File: src/rtl/cpu_pkg.sv
// Shared CPU definitions: datapath widths, ALU control codes, MEM-stage control bundle
// and the per-edge action decode used by the EX/MEM pipeline register.
package cpu_pkg;

    localparam int CPU_DATA_W  = 32;
    localparam int CPU_RADDR_W = 5;
    localparam int PERF_CNT_W  = 32;

    // ALU control codes driven by the decoder into the EX stage.
    localparam logic [3:0] ALU_ADD  = 4'b0000;
    localparam logic [3:0] ALU_SUB  = 4'b0001;
    localparam logic [3:0] ALU_AND  = 4'b0010;
    localparam logic [3:0] ALU_OR   = 4'b0011;
    localparam logic [3:0] ALU_XOR  = 4'b0100;
    localparam logic [3:0] ALU_SLL  = 4'b0101;
    localparam logic [3:0] ALU_SRL  = 4'b0110;
    localparam logic [3:0] ALU_SRA  = 4'b0111;
    localparam logic [3:0] ALU_SLT  = 4'b1000;
    localparam logic [3:0] ALU_SLTU = 4'b1001;
    localparam logic [3:0] ALU_LUI  = 4'b1010;

    typedef struct packed {
        logic reg_write;
        logic mem_to_reg;
        logic mem_read;
        logic mem_write;
    } mem_ctrl_t;

    localparam mem_ctrl_t MEM_CTRL_NOP = '{default: 1'b0};

    typedef enum logic [1:0] {
        ACT_RESET,
        ACT_FLUSH,
        ACT_STALL,
        ACT_LOAD
    } pipe_act_e;

    // Exactly one action per edge; earlier terms win.
    function automatic pipe_act_e pipe_action(input logic rst, input logic flush,
                                              input logic stall);
        pipe_act_e act;
        if (rst) begin
            act = ACT_RESET;
        end else if (flush) begin
            act = ACT_FLUSH;
        end else if (stall) begin
            act = ACT_STALL;
        end else begin
            act = ACT_LOAD;
        end
        return act;
    endfunction

    // A bubble never carries live control bits into MEM.
    function automatic mem_ctrl_t gate_ctrl(input mem_ctrl_t ctrl, input logic valid);
        return valid ? ctrl : MEM_CTRL_NOP;
    endfunction

endpackage

File: src/rtl/sat_counter.sv
// Saturating up-counter with synchronous clear; sticks at all-ones instead of wrapping.
module sat_counter #(
    parameter int W = 32
) (
    input  logic         clk_i,
    input  logic         rst_i,
    input  logic         inc_i,
    input  logic         clr_i,
    output logic [W-1:0] cnt_o
);

    logic [W-1:0] cnt_d;
    logic [W-1:0] cnt_q;

    always_comb begin
        cnt_d = cnt_q;
        if (clr_i) begin
            cnt_d = '0;
        end else if (inc_i && (cnt_q != '1)) begin
            cnt_d = cnt_q + 1'b1;
        end
    end

    always_ff @(posedge clk_i) begin
        if (rst_i) begin
            cnt_q <= '0;
        end else begin
            cnt_q <= cnt_d;
        end
    end

    assign cnt_o = cnt_q;

endmodule

File: src/rtl/ex_mem_reg.sv
// EX/MEM pipeline register with reset > flush > stall > load priority.
// Optional performance counters are built when EXMEM_PERF_CNT_EN is defined.
module ex_mem_reg
    import cpu_pkg::*;
#(
    parameter int DATA_W  = CPU_DATA_W,
    parameter int RADDR_W = CPU_RADDR_W
) (
    input  logic               clk_i,
    input  logic               rst_i,
    input  logic               stall_i,
    input  logic               flush_i,
    input  logic               valid_i,
    input  logic [DATA_W-1:0]  alu_result_i,
    input  logic [DATA_W-1:0]  rs2_data_i,
    input  logic [RADDR_W-1:0] rd_addr_i,
    input  logic               reg_write_i,
    input  logic               mem_to_reg_i,
    input  logic               mem_read_i,
    input  logic               mem_write_i,
    output logic               valid_o,
    output logic [DATA_W-1:0]  alu_result_o,
    output logic [DATA_W-1:0]  rs2_data_o,
    output logic [RADDR_W-1:0] rd_addr_o,
    output logic               reg_write_o,
    output logic               mem_to_reg_o,
    output logic               mem_read_o,
    output logic               mem_write_o
`ifdef EXMEM_PERF_CNT_EN
    ,
    output logic [PERF_CNT_W-1:0] retired_cnt_o,
    output logic [PERF_CNT_W-1:0] bubble_cnt_o
`endif
);

    pipe_act_e          act;
    mem_ctrl_t          ctrl_in;

    logic               valid_d,  valid_q;
    mem_ctrl_t          ctrl_d,   ctrl_q;
    logic [DATA_W-1:0]  alu_d,    alu_q;
    logic [DATA_W-1:0]  rs2_d,    rs2_q;
    logic [RADDR_W-1:0] rd_d,     rd_q;

    assign act     = pipe_action(rst_i, flush_i, stall_i);
    assign ctrl_in = '{reg_write:  reg_write_i,
                       mem_to_reg: mem_to_reg_i,
                       mem_read:   mem_read_i,
                       mem_write:  mem_write_i};

    // NOTE: every _d is given its hold value first, so no path through the case
    // leaves a signal unassigned and no latch is inferred.
    always_comb begin
        valid_d = valid_q;
        ctrl_d  = ctrl_q;
        alu_d   = alu_q;
        rs2_d   = rs2_q;
        rd_d    = rd_q;
        unique case (act)
            ACT_RESET: begin
                valid_d = 1'b0;
                ctrl_d  = MEM_CTRL_NOP;
                alu_d   = '0;
                rs2_d   = '0;
                rd_d    = '0;
            end
            ACT_FLUSH: begin
                // Data fields deliberately keep their old contents.
                valid_d = 1'b0;
                ctrl_d  = MEM_CTRL_NOP;
            end
            ACT_STALL: begin
            end
            ACT_LOAD: begin
                valid_d = valid_i;
                ctrl_d  = gate_ctrl(ctrl_in, valid_i);
                alu_d   = alu_result_i;
                rs2_d   = rs2_data_i;
                rd_d    = rd_addr_i;
            end
        endcase
    end

    // NOTE: state is updated with non-blocking assignments so every flop samples
    // the pre-edge value of its neighbours regardless of statement order.
    // NOTE: the data registers are reset too, so MEM never sees X on the bus
    // after power-up, even though valid_o already marks them as dead.
    always_ff @(posedge clk_i) begin
        if (rst_i) begin
            valid_q <= 1'b0;
            ctrl_q  <= MEM_CTRL_NOP;
            alu_q   <= '0;
            rs2_q   <= '0;
            rd_q    <= '0;
        end else begin
            valid_q <= valid_d;
            ctrl_q  <= ctrl_d;
            alu_q   <= alu_d;
            rs2_q   <= rs2_d;
            rd_q    <= rd_d;
        end
    end

    assign valid_o      = valid_q;
    assign alu_result_o = alu_q;
    assign rs2_data_o   = rs2_q;
    assign rd_addr_o    = rd_q;
    assign reg_write_o  = ctrl_q.reg_write;
    assign mem_to_reg_o = ctrl_q.mem_to_reg;
    assign mem_read_o   = ctrl_q.mem_read;
    assign mem_write_o  = ctrl_q.mem_write;

`ifdef EXMEM_PERF_CNT_EN
    logic retired_inc;
    logic bubble_inc;

    // A flush edge inserts a bubble even when the EX instruction was valid.
    assign retired_inc = (act == ACT_LOAD) &&  valid_i;
    assign bubble_inc  = ((act == ACT_LOAD) && !valid_i) || (act == ACT_FLUSH);

    sat_counter #(
        .W (PERF_CNT_W)
    ) u_retired_cnt (
        .clk_i (clk_i),
        .rst_i (rst_i),
        .inc_i (retired_inc),
        .clr_i (1'b0),
        .cnt_o (retired_cnt_o)
    );

    sat_counter #(
        .W (PERF_CNT_W)
    ) u_bubble_cnt (
        .clk_i (clk_i),
        .rst_i (rst_i),
        .inc_i (bubble_inc),
        .clr_i (1'b0),
        .cnt_o (bubble_cnt_o)
    );
`endif

endmodule

File: config.mk
export PLATFORM = sky130hd
export DESIGN_NAME = ex_mem_reg
export DESIGN_NICKNAME = d
export VERILOG_FILES = /design/src/rtl/cpu_pkg.sv /design/src/rtl/sat_counter.sv /design/src/rtl/ex_mem_reg.sv
export SDC_FILE = /design/constraint.sdc
export NUM_CORES = 1
export LEC_CHECK = 0
export BUFFER_PORTS_ARGS = -buffer_cell sky130_fd_sc_hd__buf_2
export CAP_MARGIN = 10
export CORE_MARGIN = 2
export CORE_UTILIZATION = 45
export DETAILED_ROUTE_END_ITERATION = 12
export PLACE_DENSITY = 0.9
export SKIP_CTS_REPAIR_TIMING = 1
export SYNTH_ARGS = -nofsm -noshare
export SYNTH_HDL_FRONTEND = slang
export SYNTH_SLANG_ARGS = --single-unit
File: constraint.sdc
create_clock -name clk_i -period 1.95 [get_ports clk_i]
set_input_delay 0.2925 -clock clk_i [delete_from_list [all_inputs] [get_ports clk_i]]
set_output_delay 0.2925 -clock clk_i [all_outputs]
set_load 0.01 [all_outputs]
* After elaboration in Yosys (flattened, before gate mapping) *
Cells that the tools add are included.

storage, ports and cells
  register bits = 74
  bits of input ports = 78
  output and inout bits = 74
  word-level logic and storage cells = 23

operators by class
  equal/unequal tests = 2
  muxes and demuxes = 9
  reduce and logical (&&, ||, !) cells = 4

operator list
  cell                                                              number
  32-bit one-hot mux with 2 select lines                            2
  5-bit one-hot mux with 2 select lines                             1
  4-bit one-hot mux with 2 select lines                             1
  2-bit 2-to-1 mux                                                  2
  4-bit 2-to-1 mux                                                  1
  2-bit nonzero test                                                2
  2-bit by 1-bit == test with 1-bit output (second input constant)  1
  2-bit == test (second input constant)                             1
  2-bit zero test                                                   1
  1-bit one-hot mux with 2 select lines                             1
  2-bit OR reduction                                                1
  1-bit 2-to-1 mux                                                  1

* Depth between registers and ports, before layout *
Gate-level depths: netlist of run 1.

  depth after elaboration = 6
  depth in mapped cells = 9

* Worst setup path before layout of run 1 *
OpenSTA, ideal clock, no wires.

  kind = in2reg
  start point = in rst_i
  end point = reg alu_q[0] (netlist: alu_result_o[0])
  library setup time = 0.125 ns
  arrival time = 1.570 ns
  required time = 1.825 ns
  setup slack = 0.255 ns
  cell stages on the path = 9
  buffers on the path = 5
  cells stage by stage = buf_2 buf_2 nor2_1 ha_1 buf_6 buf_6 buf_8 nand3_2 a21oi_2

between the ends
  cells in the longest elaborated chain, start to end = 3
  elaborated cells between the ends (all ways) = 5
  those cells by class = 1 x eq/ne; 2 x mux; 2 x reduce/logical

RTL lines
  what                                                                          line              text
  from (decl)                                                                   ex_mem_reg.sv:10  input logic rst_i,
  2-bit 2-to-1 mux                                                              cpu_pkg.sv:42     if (rst) begin
  2-bit == test or 2-bit zero test (tied branches)                              ex_mem_reg.sv:59  unique case (act)
  32-bit one-hot mux with 2 select lines or 2-bit nonzero test (tied branches)  n/a
  to (signal assigned)                                                          ex_mem_reg.sv:98  alu_q <= alu_d;
  to (decl)                                                                     ex_mem_reg.sv:41  logic [DATA_W-1:0] alu_d, alu_q;

Several ways; a longest one is shown, not always the timed one.
A chain may end at the register's enable or synchronous reset.

* Final worst setup path of run 1 *
  start point = in rst_i
  end point = reg alu_q[26] (netlist: alu_result_o[26])

Same word-level chain as after synthesis.

==> results.md, run 1 <==
- Status: finished clean
- TNS Setup: 0 ps
- Tmin final: 1430 ps
- Die area: 7590 um^2
- Worst-Margin Slew: 603 ps
- Placed Cells incl. Taps: 540
- Bufs on Longest Clock Path: 2
- Max-slew violations: 0
- Most instantiated cells after synthesis: 74 x dfxtp_1, 69 x nand2b_1, 55 x a21oi_1, 49 x nand3_1
- CP max stage delay: 370 ps
- Worst hold stages: 3
- Reg2Reg Depth: 2
- Dominant cells by area after synthesis: dfxtp_1 48%, nand2b_1 14%, a21oi_1 8.9%, nand3_1 7.9%, nand3_2 6.4%
- Sequential-to-total area share from yosys stat: 47.6%
- Critical Path RT: 2200 ps
- CP Cell Sequence: buf_2, nor2_1, ha_2, buf_4, nand3_1, a21oi_1
- Crit path DAT: 1680 ps
- Buffers plus inverters on the worst setup path: 2
- Clk Latency, worst-skew pair: 330 ps
- Final Hold Fails: 0
- CP max stage cell: buf_4
- Yosys reg bits: 74
- Post-synthesis cell count: 336
- CTS buffer count: 9
- RSZ-0062 raised after global routing: no
- Endpoints failing setup: 0
- Layout cells sized above 1: 44.7%
- CP Depth: 6
- Initial antenna violation count: 0
- Max transition margin: 59.8%
- Final instance area: 4110 um^2
- Async set-reset flop share out of synthesis: 0%
- Reg area: 1480 um^2
- Critical path launch point type: input port
- FP Rows: 30
- Maximum VDD drop: 0.527 mV
- Via Count: 2821
- Core ar.: 6760 um^2
- Reg clk slew, reported paths: 80 ps
- Most frequent cell after synthesis: dfxtp_1
- Yosys warns: 0
- Predominant post-synthesis flop cell: dfxtp_1
- Die H: 87.1 um
- H-tree levels: 3
- EDFF count, synth: 0
- Clock Tree Root: clkbuf_8
- Clk sinks: 74
- Share of the synthesized area in the top cell type: 47.6%
- Synthesized area: 3110 um^2
- Max Freq: 701 MHz
- Hold Crit Class: in -> reg
- DP HPWL: 5030 um
- Placed inst area: 3880 um^2
- Largest net degree at the start of global routing: 80
- Antenna-violating nets left: 0
- Synthesized Nets: 417
- DRC viols: 0
- Leakage power total: 1.70 nW
- Final cycle utilization of the critical path: 73.2%
- WL/cell: 13.1 um
- Initial Util: 46.0%
- Final core occ: 60.8%
- Gpl congestion: 0.727
- Avg Synthesized Cell Area: 9.25 um^2
- Total Wirelength: 7270 um
- CP Capture Type: flop
- Top Family by Delay on Critical Path: buffers and inverters
- First-pass GRT wire length: 11000 um
- Starting DRT DRC Count: 87
- Max-cap violations: 0
- Via density: 5.07
- Post-synth cell types: 18
- Total iterations of the first detailed-routing run: 6
- Final std cells w/o fill: 556
- Worst Clk Skew: 0 ps
- Area Overhead vs Synth: 32.2%
- Post-route worst setup slack: 523 ps
- Worst Path Max Fanout: 32
- GRT Residual Overflow: 0
- Vias in the first global route: 2543
- CTS tree: built
- Leading area contributor after synthesis: dfxtp_1
- Pre-CTS setup slack: 188 ps
- IO Port Bufs: 151
- Crit Path Category: in -> reg
- Combined area of the multi-input logic cells: 1450 um^2
- Tot GR Track Use: 18.2%
- # fillers: 613
- Nets: 552
- PD cells: 806 nW/um^2
- # diodes: 0
- Die Span X: 87.1 um
- Top Ports: 152
## metrics by stage
step,hold slack (ps),power [W]
detailed placement,454,0.00196
floorplan,443,0.00183
global route,205,0.00344
CTS,197,0.00336
finish,220,0.00331
global placement,439,0.00195
## cells by family after synthesis
family                   Yosys count  share of synthesized area, %
AND/OR/NAND/NOR                  149                          30.3
buffers and inverters             34                          6.12
AO/OA/AOI/OAI                     76                          14.7
adder cells (fa/ha/maj)            3                          1.21
flip-flops                        74                          47.6
## sequential cells by signal, indices dropped and copies added (netlist names)
| register | flops |
|---|---|
| alu_result_o | 32 |
| rs2_data_o | 32 |
| rd_addr_o | 5 |
| mem_read_o | 1 |
| mem_to_reg_o | 1 |
| mem_write_o | 1 |
| reg_write_o | 1 |
| valid_o | 1 |
## where the power goes
part           leakage [nW]  internal [W]  total [W]  switching (W)
Clock                 0.114      0.000850    0.00139       0.000541
Sequential            0.597       0.00153    0.00154      0.0000112
Combinational         0.994      0.000175   0.000376       0.000201
## metal layers
metal,part of all wire (%),track usage (%),routed length [um]
met1,42,21.2,3070
met2,50,31.5,3630
met3,6.2,4.27,449
met4,1.7,8.25,122
met5,0,0,0
## cell usage in the layout (no fill, tap or decap), types with 2 or more instances in the layout
cell | synthesis | final
buf_2 | 17 | 151
dfxtp_1 | 74 | 74
nand2b_1 | 69 | 69
nand3_1 | 49 | 49
nand4b_1 | 4 | 4
a21oi_1 | 55 | 55
nand2_1 | 5 | 5
buf_12 | 0 | 3
nand3_2 | 20 | 20
buf_4 | 1 | 3
a21oi_2 | 20 | 20
bufinv_16 | 0 | 3
clkbuf_1 | 11 | 2
clkbuf_8 | 0 | 9
## tightest hold or removal path: cells and delay by family
| family | cells | cell delay, ps |
|---|---|---|
| buffers and inverters | 1 | 100 |
| and+or+nand+nor | 1 | 70 |
| AOI/OAI and AO/OA | 1 | 50 |
## worst paths after layout
path                                                     from                       endpoint  slack, ps
worst max-delay path                                    rst_i  alu_result_o[26]$_SDFFE_PP0P_        520
worst min-delay path                          alu_result_i[7]   alu_result_o[7]$_SDFFE_PP0P_        220
worst max register to register  alu_result_o[26]$_SDFFE_PP0P_  alu_result_o[26]$_SDFFE_PP0P_       1320
worst min register to register       mem_write_o$_SDFFE_PP0P_       mem_write_o$_SDFFE_PP0P_        460
## final cells by class
class	count	share of cell area [%]
multi-input combinational	228	35.3
inverter	1	0.0913
clock buffer	11	3.20
sequential	74	36.0
clock inverter	5	2.50
timing repair buffer	157	20.4
tap	80	2.44
(Power assumes the default switching activity.)
==> run 2, diff against run 1 <==
--- a/config.mk
+++ b/config.mk
@@ -8,9 +8,9 @@
 export BUFFER_PORTS_ARGS = -buffer_cell sky130_fd_sc_hd__buf_2
 export CAP_MARGIN = 10
 export CORE_MARGIN = 2
-export CORE_UTILIZATION = 45
+export CORE_UTILIZATION = 41
 export DETAILED_ROUTE_END_ITERATION = 12
-export PLACE_DENSITY = 0.9
+export PLACE_DENSITY = 0.87
 export SKIP_CTS_REPAIR_TIMING = 1
 export SYNTH_ARGS = -nofsm -noshare
 export SYNTH_HDL_FRONTEND = slang
==> constraint.sdc (replaced) <==
create_clock -name clk_i -period 1.3 [get_ports clk_i]
set_input_delay 0.195 -clock clk_i [delete_from_list [all_inputs] [get_ports clk_i]]
set_output_delay 0.195 -clock clk_i [all_outputs]
set_load 0.01 [all_outputs]
==> run 2 against run 1 <==
Power increased by 51%. Critical endpoint is now rs2_data_o[15]$_SDFFE_PP0P_. Via count up 1.6%. Register-to-register slack worse by 640 ps. Clock skew is the same. Utilization down 3.0 points. Highest routed layer unchanged. Largest cell class unchanged. Sequential cell count did not move. Die area is 9.3% higher. Critical path depth did not move.
==> results.md, run 2 (same netlist as run 1, synthesis figures left out) <==
- Reg2Reg Depth: 2 (unchanged)
- First-pass GRT wire length: 12500 um (+13%)
- Largest net degree at the start of global routing: 57 (-29%)
- Worst Clk Skew: 0 ps (unchanged)
- Reg-to-Reg End: rs2_data_o[2]$_SDFFE_PP0P_
- Via density: 4.95 (-2.4%)
- Max transition margin: 66.6% (+6.8 points)
- RSZ-0062 raised after global routing: no
- Leakage power total: 1.74 nW (+2.3%)
- CTS tree: built
- Die area: 8300 um^2 (+9.3%)
- Post-route worst setup slack: 215 ps (-308 ps)
- Die Span X: 91.1 um (+4.6%)
- Max Freq: 921 MHz
- Clk sinks: 74 (unchanged)
- Maximum VDD drop: 0.776 mV (+47%)
- DP HPWL: 5580 um (+11%)
- Tot GR Track Use: 18.4% (+0.24 points)
- Total iterations of the first detailed-routing run: 4 (-2)
- Min-delay src: alu_result_i[0]
- Initial antenna violation count: 0 (unchanged)
- Status: finished clean
- Critical Path RT: 1500 ps (-700 ps)
- Tmin final: 1090 ps
- Gpl congestion: 0.764 (+5.1%)
- Top Ports: 152 (unchanged)
- Worst-Margin Slew: 501 ps (-102 ps)
- Bufs on Longest Clock Path: 2 (unchanged)
- Final Hold Fails: 0 (unchanged)
- Crit path DAT: 1290 ps (-390 ps)
- Leading cell type in the layout, fill and taps excluded: buf_2
- TNS Setup: 0 ps (unchanged)
- Total Wirelength: 7700 um (+5.9%)
- Vias in the first global route: 2767 (+8.8%)
- WL/cell: 13.3 um (+1.7%)
- FP Rows: 31 (+3.3%)
- Pre-CTS setup slack: -137 ps (-325 ps)
- Hold_ws: 101 ps (-119 ps)
- Endpoints failing setup: 0 (unchanged)
- Area Overhead vs Synth: 35.7%
- Worst Hold End: alu_result_o[0]$_SDFFE_PP0P_
- Worst hold stages: 3 (unchanged)
- Core ar.: 7290 um^2 (+7.9%)
- H-tree levels: 3 (unchanged)
- Reg clk slew, reported paths: 80 ps (about the same)
- CTS buffer count: 9 (unchanged)
- Total Power: 0.00501 W (+51%)
- Die H: 91.1 um (+4.6%)
- Reg2Reg Setup Slack: 680 ps (-640 ps)
- CP Capture Type: flop
- Final core occ: 57.8% (-3.0 points)
- Nets: 557 (+0.91%)
- Via Count: 2867 (+1.6%)
- Critical path launch point type: input port
- Max-cap violations: 0 (unchanged)
- Most frequent cells in the layout: 151 x buf_2, 74 x dfxtp_1, 69 x nand2b_1
- Clk Latency, worst-skew pair: 330 ps (about the same)
- Clock Tree Root: clkbuf_8
- Reg2reg start: rs2_data_o[2]$_SDFFE_PP0P_
- Worst Path Max Fanout: 56 (+75%)
- Layout cells sized above 1: 45.8% (+1.1 points)
- # diodes: 0 (unchanged)
- Final cycle utilization of the critical path: 83.5%
- GRT Residual Overflow: 0 (unchanged)
- Starting DRT DRC Count: 115 (+32%)
- PD cells: 1190 nW/um^2 (+48%)
- Hold Crit Class: in -> reg
- DRC viols: 0 (unchanged)
- Max-slew violations: 0 (unchanged)
- Antenna-violating nets left: 0 (unchanged)
- IO Port Bufs: 151 (unchanged)
- Initial Util: 42.6% (-3.4 points)
- Crit Path Category: in -> reg
[run 2: worst max-delay path by stage]
stage,start,end,cells past startpoint
after global routing,flush_i,alu_result_o[29]$_SDFFE_PP0P_,7
final,rst_i,rs2_data_o[15]$_SDFFE_PP0P_,6
after floorplan,rst_i,alu_result_o[0]$_SDFFE_PP0P_,9
after CTS,rst_i,rs2_data_o[13]$_SDFFE_PP0P_,6
after global placement,rst_i,rs2_data_o[20]$_SDFFE_PP0P_,6
after detailed placement,rst_i,rs2_data_o[15]$_SDFFE_PP0P_,6
[run 2: area by class of cell]
class	instances	area [um^2]
clock inverters	5	104
repair buffers	162	913
well taps	99	124
fillers	677	3070
multi-input cells	228	1460
flip-flops and latches	74	1480
clock buffers	10	128
inverters	1	3.75
[run 2: metrics by stage]
stage                     instances  cell area, um^2
after floorplan                 336             3160
after global placement          564             3990
after detailed placement        564             3990
after CTS                       579             4220
after global routing            579             4220
final                           579             4220
[run 2: critical path, stage by stage]
cell	delay [ps]
buf_2	140
a21o_1	190
ha_4	330
buf_12	210
nand2b_1	130
a21oi_1	60
[run 2: layer usage]
| layer | share of wire (%) | vias up | GRT usage [%] |
|---|---|---|---|
| met1 | 42 | 1336 | 21.6 |
| met3 | 7.5 | 15 | 5.23 |
| met2 | 48 | 103 | 31.5 |
| met5 | 0 | - | 0 |
| li1 | - | 1413 | - |
| met4 | 2.1 | 0 | 7.45 |
[run 2: where the power goes]
group / total (W) / switching (W) / internal [W]
Sequential: 0.00232 / 0.0000175 / 0.00230
Combinational: 0.000607 / 0.000313 / 0.000294
Clock: 0.00209 / 0.000823 / 0.00127
